--- config.mk ---
export PLATFORM = sky130hd
export DESIGN_NAME = nrisc_pc_stack
export DESIGN_NICKNAME = d
export VERILOG_FILES = /design/src/rtl/nrisc_pkg.sv /design/src/rtl/nrisc_lifo.sv /design/src/rtl/nrisc_pc_stack.sv
export SDC_FILE = /design/constraint.sdc
export NUM_CORES = 1
export LEC_CHECK = 0
export ABC_AREA = 1
export ABC_CLOCK_PERIOD_IN_PS = 5100
export CAP_MARGIN = 10
export CORE_ASPECT_RATIO = 0.8
export CORE_MARGIN = 1.5
export CORE_UTILIZATION = 60
export DETAILED_ROUTE_END_ITERATION = 10
export PLACE_DENSITY = 0.91
export SLEW_MARGIN = 20
export SYNTH_ARGS = -nofsm -noshare
export SYNTH_HDL_FRONTEND = slang
export SYNTH_HIERARCHICAL = 1
export SYNTH_SLANG_ARGS = --single-unit
--- constraint.sdc ---
create_clock -name clk -period 5.1 [get_ports clk]
set_clock_uncertainty 0.1 [all_clocks]
set_input_delay 0.765 -clock clk [delete_from_list [all_inputs] [get_ports clk]]
set_output_delay 0.765 -clock clk [all_outputs]
set_load 0.03 [all_outputs]
--- src/rtl/nrisc_pkg.sv ---
// nrisc_pkg
//   Shared encodings for the NRISC core. The control unit and the
//   PC/return-stack block both import this package, so the PC-select and
//   stack-control codes are defined in one place.
//   No ports: holds only localparams.
package nrisc_pkg;

  // Default PC and stack entry width.
  localparam int NRISC_ADDR_W = 16;

  // Next-PC select codes (PC_ctrl).
  localparam logic [1:0] PC_INC  = 2'b00;
  localparam logic [1:0] PC_HOLD = 2'b01;
  localparam logic [1:0] PC_JUMP = 2'b10;
  localparam logic [1:0] PC_RET  = 2'b11;

  // Stack control codes (STACK_ctrl). Code 2'b11 is reserved and acts as a no-op.
  localparam logic [1:0] STK_NOP  = 2'b00;
  localparam logic [1:0] STK_PUSH = 2'b01;
  localparam logic [1:0] STK_POP  = 2'b10;

endpackage

--- src/rtl/nrisc_lifo.sv ---
// nrisc_lifo
//   Return-address LIFO: storage array, occupancy counter and the derived
//   full/empty flags. A push is ignored when the LIFO is full, and a pop is
//   ignored when it is empty. The caller decides what those cases mean.
//   Ports:
//     clk, rst      clock and synchronous active-high reset (clears the count only)
//     push_i        write wdata_i at the current count, then increment
//     pop_i         decrement the count
//     wdata_i       value to push
//     top_o         newest entry, or 0 when empty (combinational)
//     count_o       number of occupied entries
//     full_o        count_o == DEPTH
//     empty_o       count_o == 0
module nrisc_lifo #(
  parameter int W     = 16,
  parameter int DEPTH = 8
) (
  input  logic                     clk,
  input  logic                     rst,
  input  logic                     push_i,
  input  logic                     pop_i,
  input  logic [W-1:0]             wdata_i,
  output logic [W-1:0]             top_o,
  output logic [$clog2(DEPTH):0]   count_o,
  output logic                     full_o,
  output logic                     empty_o
);

  localparam int PTR_W = $clog2(DEPTH);
  localparam int CNT_W = PTR_W + 1;

  logic [W-1:0]     mem_q [DEPTH];
  logic [CNT_W-1:0] count_q, count_d;
  logic [PTR_W-1:0] wrPtr, rdPtr;
  logic             doPush, doPop;

  // While count < DEPTH, the low bits of the count index the next free slot.
  // The slot below that holds the top entry.
  assign wrPtr   = count_q[PTR_W-1:0];
  assign rdPtr   = wrPtr - PTR_W'(1);
  assign full_o  = (count_q == CNT_W'(DEPTH));
  assign empty_o = (count_q == '0);
  assign doPush  = push_i && !full_o;
  assign doPop   = pop_i && !empty_o;
  assign count_o = count_q;
  assign top_o   = empty_o ? '0 : mem_q[rdPtr];

  always_comb begin
    count_d = count_q;
    if (doPush)      count_d = count_q + CNT_W'(1);
    else if (doPop)  count_d = count_q - CNT_W'(1);
  end

  always_ff @(posedge clk) begin
    if (rst) count_q <= '0;
    else     count_q <= count_d;
  end

  // Storage is not cleared on reset. Stale entries stay hidden because the
  // top is forced to 0 whenever the count is 0.
  always_ff @(posedge clk) begin
    if (!rst && doPush) mem_q[wrPtr] <= wdata_i;
  end

endmodule

--- src/rtl/nrisc_pc_stack.sv ---
// nrisc_pc_stack
//   Program counter and hardware return-address stack for the NRISC core.
//   Ports:
//     clk, rst           clock and synchronous active-high reset
//     PC_en              update strobe; no state changes while it is 0
//     PC_ctrl            next PC: 00 +1, 01 hold, 10 jump address, 11 stack top
//     PC_jump_addr       jump/call target
//     STACK_ctrl         00 nop, 01 push PC+1, 10 pop, 11 nop
//     PC_out             registered fetch address
//     STACK_top          newest return address, 0 when empty
//     STACK_count        occupied entries
//     STACK_full/empty   occupancy flags
//     STACK_overflow     sticky: a push was attempted while full
//     STACK_underflow    sticky: a pop was attempted while empty
module nrisc_pc_stack
  import nrisc_pkg::*;
#(
  parameter int              ADDR_W       = NRISC_ADDR_W,
  parameter int              STACK_DEPTH  = 8,
  parameter logic [ADDR_W-1:0] RESET_VECTOR = '0
) (
  input  logic                           clk,
  input  logic                           rst,
  input  logic                           PC_en,
  input  logic [1:0]                     PC_ctrl,
  input  logic [ADDR_W-1:0]              PC_jump_addr,
  input  logic [1:0]                     STACK_ctrl,
  output logic [ADDR_W-1:0]              PC_out,
  output logic [ADDR_W-1:0]              STACK_top,
  output logic [$clog2(STACK_DEPTH):0]   STACK_count,
  output logic                           STACK_full,
  output logic                           STACK_empty,
  output logic                           STACK_overflow,
  output logic                           STACK_underflow
);

  logic [ADDR_W-1:0] pc_q, pc_d, pcPlusOne;
  logic              ovf_q, ovf_d, unf_q, unf_d;
  logic              pushReq, popReq;

  assign pcPlusOne = pc_q + ADDR_W'(1);
  assign pushReq   = PC_en && (STACK_ctrl == STK_PUSH);
  assign popReq    = PC_en && (STACK_ctrl == STK_POP);

  nrisc_lifo #(
    .W     (ADDR_W),
    .DEPTH (STACK_DEPTH)
  ) u_lifo (
    .clk     (clk),
    .rst     (rst),
    .push_i  (pushReq),
    .pop_i   (popReq),
    .wdata_i (pcPlusOne),
    .top_o   (STACK_top),
    .count_o (STACK_count),
    .full_o  (STACK_full),
    .empty_o (STACK_empty)
  );

  // The return path reads STACK_top before this edge's pop or push lands.
  // This makes RET and push+11 read-before-write.
  always_comb begin
    pc_d  = pc_q;
    ovf_d = ovf_q || (pushReq && STACK_full);
    unf_d = unf_q || (popReq && STACK_empty);
    if (PC_en) begin
      unique case (PC_ctrl)
        PC_INC:  pc_d = pcPlusOne;
        PC_HOLD: pc_d = pc_q;
        PC_JUMP: pc_d = PC_jump_addr;
        PC_RET:  pc_d = STACK_top;
        default: pc_d = pc_q;
      endcase
    end
  end

  always_ff @(posedge clk) begin
    if (rst) begin
      pc_q  <= RESET_VECTOR;
      ovf_q <= 1'b0;
      unf_q <= 1'b0;
    end else begin
      pc_q  <= pc_d;
      ovf_q <= ovf_d;
      unf_q <= unf_d;
    end
  end

  assign PC_out          = pc_q;
  assign STACK_overflow  = ovf_q;
  assign STACK_underflow = unf_q;

endmodule
==> results of run 1 <==
[power breakdown]
group          internal, mW  total [mW]  switching, mW
clock network         0.816        1.31          0.495
logic                 0.197       0.632          0.435
registers              1.36        1.39         0.0260
[cells in the final DEF, fill, tap and decap left out, drive strengths merged, types with 3 or more instances in the layout]
cell type      instances
inv                   36
xnor2                  5
nand2                 68
nor2                 154
bufinv                 4
clkinv                 3
edfxtp               128
and2                   5
a21oi                 21
buf                   30
clkdlybuf4s50         46
clkbuf                19
nand3                 36
xor2                   3
a31oi                 15
o21ai                133
nand4                  5
dfxtp                 22
ha                     4
clkinvlp               3
[worst paths after layout]
path | slack, ns | to
max | 1.24 | STACK_top[0]
min | 0.36 | STACK_overflow
max reg2reg | 2.17 | PC_out[4]
min reg2reg | 0.36 | STACK_overflow
[through the flow]
step | utilization (%) | power, mW | instance area (um^2) | setup slack [ns]
after CTS | 73.61 | 3.315 | 8079 | 1.271
after global placement | 67.98 | 1.997 | 7461 | 1.537
after detailed placement | 68.05 | 2.017 | 7468 | 1.798
after global routing | 73.61 | 3.425 | 8079 | 1.088
final | 73.61 | 3.331 | 8079 | 1.243
after floorplan | - | 1.809 | 6802 | 1.813
[flip-flops by register name, indices dropped and copies added (netlist names)]
| name | count |
|---|---|
| u_lifo/mem_q | 128 |
| STACK_overflow | 1 |
| STACK_underflow | 1 |
| u_lifo/count_o | 4 |
| PC_out | 16 |
[cell type report]
class,count,area (um^2),area share [%]
sequential,150,4285,53.04
multi-input combinational,453,2190,27.10
timing repair buffer,76,685.7,8.487
clock buffer,19,432.9,5.359
tap,144,180.2,2.230
clock inverter,12,177.7,2.199
inverter,34,127.6,1.580
[logic make-up (layout without fill, tap and decap cells)]
| group | after synthesis | in the layout |
|---|---|---|
| compound gates | 170 | 170 |
| xor+xnor | 8 | 8 |
| flops | 150 | 150 |
| buf+inv | 70 | 141 |
| fa+ha+maj | 5 | 5 |
| simple gates | 270 | 270 |
[worst max-delay path, cell delays in order, from the launching register on]
cell and delay, ns:
dfxtp_1 0.44, inv_1 0.13, ha_1 0.59, buf_4 0.37, o21ai_0 0.17, o21ai_0 0.28, o21ai_0 0.14, nor2_1 0.23
buf_4 0.20
[layer usage]
metal,vias up,GRT usage (%)
li1,2463,-
met5,-,0
met4,0,17.92
met2,477,51.21
met1,2636,40.62
met3,105,8.879
==> flow_summary.toml, run 1 <==
[synth]
synth_async_sr_flop_share_pct = 0
synth-simple-area-share_pct = 16.54
yosys_warnings = 6
synth_top_cell_area_share_pct = 56.51
syn_area_per_cell_um2 = 10.11
ys_ff_latch = 150
yosys.area.top_type = "edfxtp_1"
synth_top_family_by_area = "simple AND/OR/NAND/NOR gates"
ys_top_cells_by_area = "edfxtp_1, nor2_1, o21ai_0, dfxtp_1, nand2_1"
synthesis.nets = 701
synthCells = 673
synth_edf_count = 128
syn_area_um2 = 6802
seq_area_frac_synth_pct = 62.99
ys_types = 33
muxShareOfSynthArea_pct = 0
synthMostInstantiatedCell = "nor2_1"
synth-adder-area-share_pct = 1.030
synthTopCellsByCount = "nor2_1, edfxtp_1, o21ai_0"
synthFlopType = "edfxtp_1"
synth_compound_area_share_pct = 13.04
synthXorXnorAreaFrac_pct = 1.472

[worst_hold_path]
hold_class = "reg -> reg"
hold_depth = 2
worstHoldStart = "STACK_overflow"

[floorplanning]
io_pins = 63
die_area_um2 = 11990
start_util_pct = 61.97
row_count = 34
design.core.area_um2 = 10980
die_width_um = 122.0
die_y_um = 98.23

[global_route]
grt_pass1_vias = 5652
gr-usage-all-layers_pct = 32.41
antenna_found_initial = 0
grt_max_degree = 71
grt_pass1_wl_um = 28610
overflow = 0

[sta]
setup_violations = 0
fin_setup_tns_ns = 0
holdWs_ns = 0.3594
tightest_slew_ns = 0.8997
period_minus_slack_ns = 3.857
relSlewSlack_pct = 39.83
rsz0062_at_grt = "false"
maxSlewViolCount = 0
finalCritPeriodShare_pct = 75.63
fmax_mhz = 259.3
hold_viol_final = 0

[finish]
insertedDiodeCount = 0
drive_gt1_share_pct = 11.16
syn2layout_area_growth_pct = 18.78
fillers = 685
final_cells = 888
final_nets = 760

[route]
met3_length_um = 2172
wl_met1_um = 6756
drtAntennaViolNets = 0
vias = 5681
met2_length_um = 8719
drcViolationCount = 0
routed.top_layer = "met4"
wl_um = 18600
drt_iter0_drc = 933
avgViaCountPerCell = 6.398
first_pass_iters = 6
wl_per_cell_um = 20.95

[clock_tree]
hold_buffers = 0
cts-root-buf = "clkbuf_16"
cts.sinks = 150
cts_made_buffers = 17
clk_pin_slew_worst_paths_ns = 0.06
post_cts_buffers = 0
cts_tree = "yes"
worstSkewPairLatency_ns = 0.43
post_cts_resized = 0
htree_levels = 4
clk_path_buf_depth = 2

[critical_path]
crit_type = "reg -> out"
cp.arrival_ns = 2.99
crit-reg2reg-launch = "u_lifo/count_o[1]"
cp.required_ns = 4.24
worstRegToRegCells = 11
worstSetupEndpointType = "output pin"
start_kind = "flop"
cp_max_fo = 26
startpoint = "u_lifo/count_o[1]"

[placed_design]
post-dp-hpwl_um = 10770
dp.cells = 857
routabilityCongestion = 0.8729
portBuffers = 62

[job]
cap_viol_max_count = 0

[pwr]
ir_drop_uv = 254.7
p_per_area_nw_per_um2 = 412.3
p_leak_nw = 2.888

[run_status]
status = "finished, final reports clean"
Note: power is estimated with default switching activity, not from simulation.
==> run 2, diff against run 1 <==
ABC_CLOCK_PERIOD_IN_PS = 3500   (was 5100)
CORE_UTILIZATION = 52   (was 60)
PLACE_DENSITY = 0.84   (was 0.91)
clock period = 3.5 ns   (was 5.1 ns; I/O delays follow)
==> run 2 against run 1 <==
  * Flip-flop and latch count is the same
  * Critical endpoint is now STACK_top[13]
  * Setup slack lost 1.1 ns
  * Highest routed layer unchanged
  * Cell area grew 0.93%
  * First-iteration DRC count shrank 41%
  * Largest power group unchanged
  * Sequential power grew 45%
==> flow_summary.toml, run 2 (synthesis results as in run 1) <==
[run_status]
status = "finished, final reports clean"

[sta]
fmax_mhz = 295.4
hold_viol_final = 0
setup_violations = 0
tightest_slew_ns = 0.7670
relSlewSlack_pct = 48.50
finalCritPeriodShare_pct = 96.72
fin_setup_tns_ns = 0
period_minus_slack_ns = 3.385
maxSlewViolCount = 0
rsz0062_at_grt = "false"

[pwr]
p_leak_nw = 2.915
p_per_area_nw_per_um2 = 596.1
p_int_mw = 3.480
ir_drop_uv = 542.8
clkPwrFrac_pct = 39.8
power.share.switching_pct = 28.41
combPwrFrac_pct = 18.6
power_mw = 4.861
seq_power_share_pct = 41.6
switching_power_mw = 1.381

[finish]
drive_gt1_share_pct = 11.65
multi_input_area_um2 = 2182
final_cell_mix = "nor2_1, edfxtp_1, o21ai_0, nand2_1, clkdlybuf4s50_1"
largest_register = "u_lifo/mem_q"
insertedDiodeCount = 0
largest_reg_flops = 128
final_nets = 762
syn2layout_area_growth_pct = 19.89
fillers = 954
final-seq-area_um2 = 4285
layout_commonest_cell = "nor2_1"

[critical_path]
cp.required_ns = 2.87
start_kind = "flop"
cp.arrival_ns = 2.76
cp_cell_sequence = "inv_1 -> ha_1 -> buf_12 -> o21ai_0 -> o21ai_0 -> o21ai_1 -> nor2_1 -> buf_4"
cp_max_fo = 64
worstSetupEndpointType = "output pin"
max_stage_delay_ns = 0.44
crit_type = "reg -> out"
cp_slowest_cell = "dfxtp_1"
cpMostUsedCell = "o21ai_0"

[floorplanning]
row_count = 37
design.core.area_um2 = 12820
io_pins = 63
die_area_um2 = 13780
start_util_pct = 53.04
die_y_um = 105.3
die_width_um = 130.9

[route]
wl_um = 17230
drt_iter0_drc = 552
wl_per_cell_um = 18.69
avgViaCountPerCell = 5.816
first_pass_iters = 5
drcViolationCount = 0
drtAntennaViolNets = 0
vias = 5362

[clock_tree]
post_cts_resized = 0
worstSkewPairLatency_ns = 0.42
clk_path_buf_depth = 2
cts.sinks = 150
cts_made_buffers = 17
post_cts_buffers = 0
hold_buffers = 0
clk_pin_slew_worst_paths_ns = 0.06
cts-root-buf = "clkbuf_16"
htree_levels = 4
cts_tree = "yes"

[placed_design]
routabilityCongestion = 0.8889
portBuffers = 62
post-dp-hpwl_um = 10900

[worst_hold_path]
hold_class = "reg -> reg"

[global_route]
antenna_found_initial = 0
grt_max_degree = 71
overflow = 0
grt_pass1_wl_um = 26730
grt_pass1_vias = 5115
gr-usage-all-layers_pct = 26.19

[job]
cap_viol_max_count = 0
[run 2: cell count changes in the layout (fill, tap and decap cells not counted), sizes merged]
| cell | change |
|---|---|
| buf | +2 |
| clkinv | +2 |
| clkinvlp | -2 |
| inv | +2 |
| clkbuf | -1 |
[run 2: area by class of cell]
cell class	count	share of cell area, %
Sequential cell	150	52.55
Multi-Input combinational cell	453	26.76
Timing Repair Buffer	78	8.746
Clock buffer	18	5.263
Tap cell	175	2.685
Clock inverter	14	2.424
Inverter	34	1.565
[run 2: worst paths after layout]
path / startpoint / to / slack (ns) / cells after the start
max reg2reg: u_lifo/count_o[1] / PC_out[13] / 0.79 / 11
min reg2reg: STACK_underflow / STACK_underflow / 0.36 / 2
min: STACK_underflow / STACK_underflow / 0.36 / 2
max: u_lifo/count_o[1] / STACK_top[13] / 0.11 / 8
[run 2: critical path: cells and delay by family (launching register included)]
family | cells | cell delay, ns
adder cells (fa/ha/maj) | 1 | 0.33
flip-flops | 1 | 0.44
AND/OR/NAND/NOR | 1 | 0.26
buffers and inverters | 3 | 0.60
AO/OA/AOI/OAI | 3 | 0.69
[run 2: power by group through the flow]
stage	registers (mW)	clock network (mW)	logic (mW)
floorplan	2.09	0	0.546
global placement	2.06	0	0.860
detailed placement	2.06	0	0.882
CTS	2.02	1.95	0.894
global route	2.02	2.01	0.987
finish	2.02	1.93	0.907
[run 2: metal layers]
layer | track usage (%) | part of all wire (%)
met2 | 41.54 | 48
met4 | 13.58 | 4.2
met5 | 0 | 0
met3 | 5.787 | 9.5
met1 | 33.83 | 38
[run 2: metrics by stage]
step                      utilization (%)  instances  hold slack [ns]  cell area (um^2)  setup slack (ns)
after global routing                63.59        922           0.4062              8154          0.001891
after detailed placement            58.70        890           0.3544              7527            0.6941
after global placement              58.70        890           0.3414              7527            0.7986
after floorplan                         -        673           0.4687              6802            0.4532
after CTS                           63.59        922           0.3638              8154            0.1923
final                               63.59        922           0.3612              8154            0.1146
==> run 3, diff against run 2 <==
CTS_CLUSTER_SIZE = 16   (was unset)
SKIP_CTS_REPAIR_TIMING = 1   (was unset)
==> results of run 3 <==
Same layout as run 2: the final DEF is identical, and so are final timing and power.
